### config.mk
export PLATFORM = sky130hd
export DESIGN_NAME = vga_timing_gen
export DESIGN_NICKNAME = d
export VERILOG_FILES = /design/src/rtl/vga_timing_gen_pkg.sv /design/src/rtl/vga_timing_gen_pix_tick_gen.sv /design/src/rtl/vga_timing_gen.sv
export SDC_FILE = /design/constraint.sdc
export NUM_CORES = 1
export LEC_CHECK = 0
export CORE_UTILIZATION = 30
export CTS_BUF_LIST = sky130_fd_sc_hd__clkbuf_4 sky130_fd_sc_hd__clkbuf_8
export DETAILED_ROUTE_END_ITERATION = 10
export PLACE_DENSITY = 0.48
export SYNTH_ARGS = -nofsm -noshare
export SYNTH_HDL_FRONTEND = slang
export SYNTH_HIERARCHICAL = 1
export SYNTH_SLANG_ARGS = --single-unit
### constraint.sdc
create_clock -name clk -period 4 [get_ports clk]
set_input_delay 1.2 -clock clk [delete_from_list [all_inputs] [get_ports clk]]
set_output_delay 1.2 -clock clk [all_outputs]
set_load 0.1 [all_outputs]
### src/rtl/vga_timing_gen_pkg.sv
// ---------------------------------------------------------------------------
// vga_timing_gen_pkg
// Shared VGA timing constants used by the display blocks: default 640x480@60
// porch/sync widths, the derived line and frame totals, common counter
// widths, the generator state type and a small window-decode helper.
// ---------------------------------------------------------------------------
package vga_timing_gen_pkg;

    // Horizontal timing in pixels
    localparam int VGA_H_ACTIVE = 640;
    localparam int VGA_H_FP     = 16;
    localparam int VGA_H_SYNC   = 96;
    localparam int VGA_H_BP     = 48;
    localparam int VGA_H_TOTAL  = VGA_H_ACTIVE + VGA_H_FP + VGA_H_SYNC + VGA_H_BP;

    // Vertical timing in lines
    localparam int VGA_V_ACTIVE = 480;
    localparam int VGA_V_FP     = 10;
    localparam int VGA_V_SYNC   = 2;
    localparam int VGA_V_BP     = 33;
    localparam int VGA_V_TOTAL  = VGA_V_ACTIVE + VGA_V_FP + VGA_V_SYNC + VGA_V_BP;

    // System clocks per pixel
    localparam int VGA_CLK_DIV  = 2;

    localparam int CNT_W        = 11;
    localparam int FRAME_CNT_W  = 8;
    localparam int DIV_CNT_W    = 3;

    typedef logic [CNT_W-1:0] cnt_t;

    typedef enum logic [0:0] {
        TG_IDLE = 1'b0,
        TG_RUN  = 1'b1
    } tg_state_e;

    // True when lo <= value < hi
    function automatic logic in_window(input cnt_t value, input int lo, input int hi);
        return (int'(value) >= lo) && (int'(value) < hi);
    endfunction

endpackage

### src/rtl/vga_timing_gen_pix_tick_gen.sv
// ---------------------------------------------------------------------------
// pix_tick_gen
// Pixel-rate strobe generator. Divides clk by CLK_DIV while en is high.
//   clk    : system clock
//   rst    : asynchronous active-low reset
//   en     : enable; low clears the divider so the next strobe comes a full
//            CLK_DIV clocks after en returns
//   pix_en : strobe, high for one clk out of every CLK_DIV while en=1
// The strobe is a look-ahead: it is high in the clk whose rising edge should
// advance the pixel state. The parent registers it together with that state,
// so the externally visible pixel enable lines up with the counters.
// ---------------------------------------------------------------------------
module pix_tick_gen
    import vga_timing_gen_pkg::*;
#(
    parameter int CLK_DIV = VGA_CLK_DIV
) (
    input  logic clk,
    input  logic rst,
    input  logic en,
    output logic pix_en
);

    localparam logic [DIV_CNT_W-1:0] DIV_LAST = DIV_CNT_W'(CLK_DIV - 1);

    logic [DIV_CNT_W-1:0] div_cnt_r;
    logic                 at_last_s;

    // Terminal count of the divider
    always_comb begin
        at_last_s = (div_cnt_r == DIV_LAST);
    end

    // Divider counter: held at zero while disabled, wraps at CLK_DIV-1
    always_ff @(posedge clk or negedge rst) begin
        if (!rst) begin
            div_cnt_r <= {DIV_CNT_W{1'b0}};
        end else if (!en) begin
            div_cnt_r <= {DIV_CNT_W{1'b0}};
        end else if (at_last_s) begin
            div_cnt_r <= {DIV_CNT_W{1'b0}};
        end else begin
            div_cnt_r <= div_cnt_r + DIV_CNT_W'(1);
        end
    end

    assign pix_en = en & at_last_s;

endmodule

### src/rtl/vga_timing_gen.sv
// ---------------------------------------------------------------------------
// vga_timing_gen
// VGA raster timing generator.
//   clk          : system clock, rising edge
//   rst          : asynchronous active-low reset
//   en           : timing enable; low holds the generator idle at (0,0)
//   pix_en       : one-clk pulse per pixel period
//   hcount       : current pixel column
//   vcount       : current line
//   blank        : high outside the active region
//   hsync, vsync : active-low sync
//   line_start   : one-clk pulse when hcount becomes 0
//   frame_start  : one-clk pulse when (hcount,vcount) becomes (0,0)
//   frame_count  : completed frames modulo 256
// All outputs are registered at the same edge, and blank/sync decode the next
// counter values so they always match the counters shown alongside them.
// A frame only counts as completed when the raster wraps from the last pixel
// back to (0,0); the first frame after enable or reset, and any frame cut
// short by en falling, leave frame_count untouched.
// ---------------------------------------------------------------------------
module vga_timing_gen
    import vga_timing_gen_pkg::*;
#(
    parameter int H_ACTIVE = VGA_H_ACTIVE,
    parameter int H_FP     = VGA_H_FP,
    parameter int H_SYNC   = VGA_H_SYNC,
    parameter int H_BP     = VGA_H_BP,
    parameter int V_ACTIVE = VGA_V_ACTIVE,
    parameter int V_FP     = VGA_V_FP,
    parameter int V_SYNC   = VGA_V_SYNC,
    parameter int V_BP     = VGA_V_BP,
    parameter int CLK_DIV  = VGA_CLK_DIV
) (
    input  logic        clk,
    input  logic        rst,
    input  logic        en,
    output logic        pix_en,
    output logic [10:0] hcount,
    output logic [10:0] vcount,
    output logic        blank,
    output logic        hsync,
    output logic        vsync,
    output logic        line_start,
    output logic        frame_start,
    output logic [7:0]  frame_count
);

    localparam int   H_TOTAL = H_ACTIVE + H_FP + H_SYNC + H_BP;
    localparam int   V_TOTAL = V_ACTIVE + V_FP + V_SYNC + V_BP;
    localparam cnt_t H_LAST  = cnt_t'(H_TOTAL - 1);
    localparam cnt_t V_LAST  = cnt_t'(V_TOTAL - 1);

    logic                   tick_s;
    tg_state_e              state_r;
    tg_state_e              state_nxt_s;
    cnt_t                   h_nxt_s;
    cnt_t                   v_nxt_s;
    logic                   frame_done_s;
    logic                   blank_nxt_s;
    logic                   hsync_nxt_s;
    logic                   vsync_nxt_s;

    logic                   pix_en_r;
    cnt_t                   hcount_r;
    cnt_t                   vcount_r;
    logic                   blank_r;
    logic                   hsync_r;
    logic                   vsync_r;
    logic                   line_start_r;
    logic                   frame_start_r;
    logic [FRAME_CNT_W-1:0] frame_count_r;

    pix_tick_gen #(
        .CLK_DIV (CLK_DIV)
    ) u_pix_tick_gen (
        .clk    (clk),
        .rst    (rst),
        .en     (en),
        .pix_en (tick_s)
    );

    // State register
    always_ff @(posedge clk or negedge rst) begin
        if (!rst) begin
            state_r <= TG_IDLE;
        end else begin
            state_r <= state_nxt_s;
        end
    end

    // Next state and next raster position; the first tick out of idle lands on (0,0)
    always_comb begin
        state_nxt_s  = state_r;
        h_nxt_s      = hcount_r;
        v_nxt_s      = vcount_r;
        frame_done_s = 1'b0;
        case (state_r)
            TG_IDLE: begin
                if (tick_s) begin
                    state_nxt_s = TG_RUN;
                    h_nxt_s     = 11'd0;
                    v_nxt_s     = 11'd0;
                end else begin
                    state_nxt_s = TG_IDLE;
                end
            end
            TG_RUN: begin
                if (!en) begin
                    state_nxt_s = TG_IDLE;
                    h_nxt_s     = 11'd0;
                    v_nxt_s     = 11'd0;
                end else if (tick_s) begin
                    if (hcount_r == H_LAST) begin
                        h_nxt_s = 11'd0;
                        if (vcount_r == V_LAST) begin
                            v_nxt_s      = 11'd0;
                            frame_done_s = 1'b1;
                        end else begin
                            v_nxt_s = vcount_r + 11'd1;
                        end
                    end else begin
                        h_nxt_s = hcount_r + 11'd1;
                    end
                end else begin
                    state_nxt_s = TG_RUN;
                end
            end
            default: begin
                state_nxt_s = TG_IDLE;
                h_nxt_s     = 11'd0;
                v_nxt_s     = 11'd0;
            end
        endcase
    end

    // Blank and sync decoded from the next position so they register with it
    always_comb begin
        blank_nxt_s = ~(in_window(h_nxt_s, 0, H_ACTIVE) && in_window(v_nxt_s, 0, V_ACTIVE));
        hsync_nxt_s = ~in_window(h_nxt_s, H_ACTIVE + H_FP, H_ACTIVE + H_FP + H_SYNC);
        vsync_nxt_s = ~in_window(v_nxt_s, V_ACTIVE + V_FP, V_ACTIVE + V_FP + V_SYNC);
    end

    // Output registers: idle values while disabled, update only on pixel ticks
    always_ff @(posedge clk or negedge rst) begin
        if (!rst) begin
            pix_en_r      <= 1'b0;
            hcount_r      <= 11'd0;
            vcount_r      <= 11'd0;
            blank_r       <= 1'b1;
            hsync_r       <= 1'b1;
            vsync_r       <= 1'b1;
            line_start_r  <= 1'b0;
            frame_start_r <= 1'b0;
            frame_count_r <= 8'd0;
        end else if (!en) begin
            pix_en_r      <= 1'b0;
            hcount_r      <= 11'd0;
            vcount_r      <= 11'd0;
            blank_r       <= 1'b1;
            hsync_r       <= 1'b1;
            vsync_r       <= 1'b1;
            line_start_r  <= 1'b0;
            frame_start_r <= 1'b0;
        end else if (tick_s) begin
            pix_en_r      <= 1'b1;
            hcount_r      <= h_nxt_s;
            vcount_r      <= v_nxt_s;
            blank_r       <= blank_nxt_s;
            hsync_r       <= hsync_nxt_s;
            vsync_r       <= vsync_nxt_s;
            line_start_r  <= (h_nxt_s == 11'd0);
            frame_start_r <= (h_nxt_s == 11'd0) && (v_nxt_s == 11'd0);
            if (frame_done_s) begin
                frame_count_r <= frame_count_r + 8'd1;
            end else begin
                frame_count_r <= frame_count_r;
            end
        end else begin
            pix_en_r      <= 1'b0;
            line_start_r  <= 1'b0;
            frame_start_r <= 1'b0;
        end
    end

    assign pix_en      = pix_en_r;
    assign hcount      = hcount_r;
    assign vcount      = vcount_r;
    assign blank       = blank_r;
    assign hsync       = hsync_r;
    assign vsync       = vsync_r;
    assign line_start  = line_start_r;
    assign frame_start = frame_start_r;
    assign frame_count = frame_count_r;

endmodule
==> metrics.log <==
[metrics] area of the placeable core: 8260 sq um
[metrics] global-route wire length before repair: 12.7 mm
[metrics] post-cts repair resize count: 0
[metrics] crit path kind: in2reg
[metrics] number of port buffers: 38
[metrics] Fill cells: 870
[metrics] die height: 94.8 um
[metrics] ys async rst share: 100%
[metrics] total number of placement rows: 33
[metrics] Worst Path Arrival: 3910 ps
[metrics] Lkg Pwr: 1.32 nW
[metrics] M1 wire length: 3.81 mm
[metrics] growth of design area from synthesis to finish: 25.9%
[metrics] status: finished, final reports clean
[metrics] Starting DRT DRC Count: 149
[metrics] total of endpoints with negative setup slack in the final report: 0
[metrics] combinational cell fraction of total power: 18.1%
[metrics] worst slack at placement: -13.3 ps
[metrics] fin crit share: 91.9%
[metrics] maximum clock path buffer count: 2
[metrics] total wire length: 7.49 mm
[metrics] top cell family by delay on the critical path: simple AND/OR/NAND/NOR gates
[metrics] Sink Count: 40
[metrics] total length of routed met3 wires: 238 um
[metrics] cts-stage hold buffer count: 0
[metrics] largest net degree at the start of global routing: 41
[metrics] NetSw: 0.000295 W
[metrics] cell types with the highest counts after synthesis: sky130_fd_sc_hd__nor2_1, sky130_fd_sc_hd__dfrtp_1, sky130_fd_sc_hd__nand2_1
[metrics] worst slew margin relative to its limit: 35.1%
[metrics] setup repair after global routing missed its margin: false
[metrics] Max rail drop VDD: 0.152 mV
[metrics] sequential share of power: 45.6%
[metrics] most used standard cell by instance count after synthesis: sky130_fd_sc_hd__nor2_1
[metrics] Die Width: 94.8 um
[metrics] Worst path depth: 10
[metrics] Ports: 39
[metrics] worst skew pair latency: 300 ps
[metrics] ant diodes: 0
[metrics] Worst Reg-to-Reg Cells: 8
[metrics] overflow left after global routing: 0
[metrics] biggest area contributors in the synthesized netlist: sky130_fd_sc_hd__dfrtp_1, sky130_fd_sc_hd__nor2_1, sky130_fd_sc_hd__a21oi_1
[metrics] slew at the pin closest to its max-slew limit: 970 ps
[metrics] # Max-Cap Violations: 0
[metrics] maximum clock skew at final layout: 7.09 ps
[metrics] total via count in the routed design: 2,552
[metrics] TritonCTS clock tree: built
[metrics] fraction of layout cells with a size suffix above 1: 19.8%
[metrics] met2 wirelength from detailed routing: 3.35 mm
[metrics] number of post-CTS setup repair buffers: 0
[metrics] number of H-tree levels: 2
[metrics] mean instance size in the synthesized netlist: 8.18 sq um
[metrics] via count of the first global-routing pass: 2,451
[metrics] post-synth net total: 323
[metrics] number of antenna violations at the first check in global routing: 0
[metrics] CP required: 4230 ps
[metrics] number of flops mapped to enable cells by yosys: 0
[metrics] Crit path buffers/inverters: 1
[metrics] GRT Total Usage: 18.0%
[metrics] largest fanout of any net on the critical path: 6
[metrics] final cell utilization of the core: 39.4%
[metrics] final RePlAce weighted congestion: 0.881
[metrics] DRT antenna net count: 0
[metrics] average wire per cell in the routed design: 15.8 um
[metrics] synth warn: 6
[metrics] number of detailed-routing iterations run before antenna repair: 4
[metrics] DRC violations left: 0
[metrics] worst-case setup margin in the final layout: 323 ps
[metrics] Max Transition Viols Final: 0
[metrics] Highest Clock Rate: 272 MHz
[metrics] area fraction of the dominant cell type after synthesis: 35.8%
[metrics] Non-Filler Cell Area, Final: 3250 sq um
[metrics] internal power summed over all cells: 0.000646 W
[metrics] Inserted Clock Buffers: 5
[metrics] initial standard-cell utilization of the core: 31.3%
[metrics] Cell Pwr Density: 289 nW/um^2
[metrics] Clock Pin Slew Worst Setup and Hold Paths: 90 ps
[metrics] Fin Setup TNS: 0 ps
[metrics] top cell type by total area after synthesis: sky130_fd_sc_hd__dfrtp_1
[metrics] post-route minimum period: 3680 ps
[metrics] clock power share: 36.3%
[metrics] cell at the root of the clock tree: sky130_fd_sc_hd__clkbuf_8
[metrics] switching power as a share of total power: 31.3%
[metrics] worst path cell trace: clkdlybuf4s50_1 -> nand2_1 -> nor3_2 -> nand3_1 -> or4_1 -> or2_1 -> nor4_1 -> a21oi_1 -> or3_1 -> o32a_1
[metrics] top sig layer: met4
[metrics] Worst Setup End Kind: flop
[metrics] number of hold violations in the final report: 0
[metrics] number of synthesized register bits: 40
[metrics] CP max-delay cell: sky130_fd_sc_hd__or4_1
[metrics] class of the worst hold path: reg2reg
[metrics] dpl cell area: 3140 sq um
[metrics] Net count, final: 375
[metrics] number of library cell types mapped by synthesis: 52
[metrics] post-DR vias/cell: 5.38
[metrics] hold depth: 1
[metrics] Largest stage delay, worst path: 540 ps
[metrics] Primary FF master, synth: sky130_fd_sc_hd__dfrtp_1
[metrics] sequential share of the synthesized area: 38.9%
[metrics] cell count after synthesis: 316
[metrics] die outline area: 8990 sq um
[metrics] startpoint types: primary input
[metrics] placed wire-length estimate: 5.50 mm
[metrics] area of the mapped netlist: 2580 sq um
-- flip-flops by register name, indices dropped and copies added, names as in the netlist --
signal,flops
hcount,11
frame_start,1
pix_en,1
frame_count,8
u_pix_tick_gen/div_cnt_r,3
vsync,1
hsync,1
vcount,11
blank,1
line_start,1
state_r,1
-- power by group through the flow --
stage / logic [W] / registers [W] / clock network [W]
after floorplan: 0.0000689 / 0.000481 / 0
after global placement: 0.000172 / 0.000437 / 0
after detailed placement: 0.000172 / 0.000437 / 0
after CTS: 0.000172 / 0.000429 / 0.000356
after global routing: 0.000187 / 0.000432 / 0.000372
final: 0.000171 / 0.000429 / 0.000341
-- logic make-up after synthesis --
| family | count (synthesis) | synth area share, % |
|---|---|---|
| xor+xnor | 10 | 3.39 |
| buf+inv | 27 | 4.55 |
| simple gates | 150 | 30.1 |
| mux | 3 | 1.21 |
| compound gates | 82 | 20.0 |
| flops | 40 | 38.9 |
| fa+ha+maj | 4 | 1.94 |
-- path summary, 6_finish.rpt --
check / slack [ps] / endpoint / startpoint
min in group asynchronous: 1030 / hcount[7] / rst
setup / recovery: 320 / vsync / en
max in group asynchronous: 2400 / frame_count[0] / rst
hold / removal: 470 / frame_count[7] / frame_count[7]
hold reg to reg: 470 / frame_count[7] / frame_count[7]
setup reg to reg: 690 / vsync / hcount[5]
-- routing by layer --
layer  global-route usage [%]  up-vias
met2                     28.3       48
met1                     25.6     1229
met4                     4.42        0
li1                         -     1266
met5                        0        -
met3                     2.90        9
-- per-stage QoR --
step,instances,hold WS (ps),total power (W)
global placement,466,464,0.000609
floorplan,316,444,0.000550
global route,474,502,0.000990
finish,474,470,0.000941
detailed placement,466,465,0.000609
CTS,474,478,0.000958
-- layout make-up --
| cell class | count | area [sq um] | share of cell area [%] |
|---|---|---|---|
| flip-flops and latches | 40 | 1000 | 30.9 |
| inverters | 7 | 26.3 | 0.807 |
| repair buffers | 65 | 513 | 15.8 |
| well taps | 105 | 131 | 4.04 |
| multi-input cells | 249 | 1470 | 45.1 |
| clock buffers | 5 | 68.8 | 2.11 |
| clock inverters | 3 | 42.5 | 1.31 |
-- layout by cell type (no fill, tap or decap), types with 2 or more instances in the layout --
master / netlist / final
sky130_fd_sc_hd__nand3_1: 13 / 13
sky130_fd_sc_hd__and3_1: 4 / 4
sky130_fd_sc_hd__or4_1: 5 / 5
sky130_fd_sc_hd__dfrtp_1: 37 / 37
sky130_fd_sc_hd__xor2_1: 3 / 3
sky130_fd_sc_hd__o2bb2ai_1: 2 / 2
sky130_fd_sc_hd__dfstp_2: 3 / 3
sky130_fd_sc_hd__or2_1: 2 / 2
sky130_fd_sc_hd__nand2b_1: 3 / 3
sky130_fd_sc_hd__a21o_1: 2 / 2
sky130_fd_sc_hd__o31a_1: 2 / 2
sky130_fd_sc_hd__nor2b_1: 3 / 3
sky130_fd_sc_hd__mux2i_1: 2 / 2
sky130_fd_sc_hd__o21ai_0: 16 / 16
sky130_fd_sc_hd__buf_4: 0 / 53
sky130_fd_sc_hd__a41oi_1: 3 / 3
sky130_fd_sc_hd__ha_1: 4 / 4
sky130_fd_sc_hd__nor4_1: 11 / 11
sky130_fd_sc_hd__or3_1: 4 / 4
sky130_fd_sc_hd__nor2_1: 38 / 38
sky130_fd_sc_hd__nand4_1: 9 / 9
sky130_fd_sc_hd__o21a_1: 2 / 2
sky130_fd_sc_hd__o211ai_1: 2 / 2
sky130_fd_sc_hd__xnor2_1: 7 / 7
sky130_fd_sc_hd__a21oi_1: 25 / 25
sky130_fd_sc_hd__and2_1: 4 / 4
sky130_fd_sc_hd__nor4b_1: 3 / 3
sky130_fd_sc_hd__nor3_1: 14 / 13
sky130_fd_sc_hd__inv_1: 7 / 7
sky130_fd_sc_hd__clkbuf_8: 0 / 5
sky130_fd_sc_hd__clkdlybuf4s50_1: 0 / 11
sky130_fd_sc_hd__nand2_1: 28 / 28
sky130_fd_sc_hd__o31ai_1: 2 / 2
sky130_fd_sc_hd__a22oi_1: 2 / 2
sky130_fd_sc_hd__and4_1: 3 / 3
sky130_fd_sc_hd__o21ai_1: 8 / 8
sky130_fd_sc_hd__a211oi_1: 8 / 8
No activity file was read; power rests on OpenSTA's default activity.
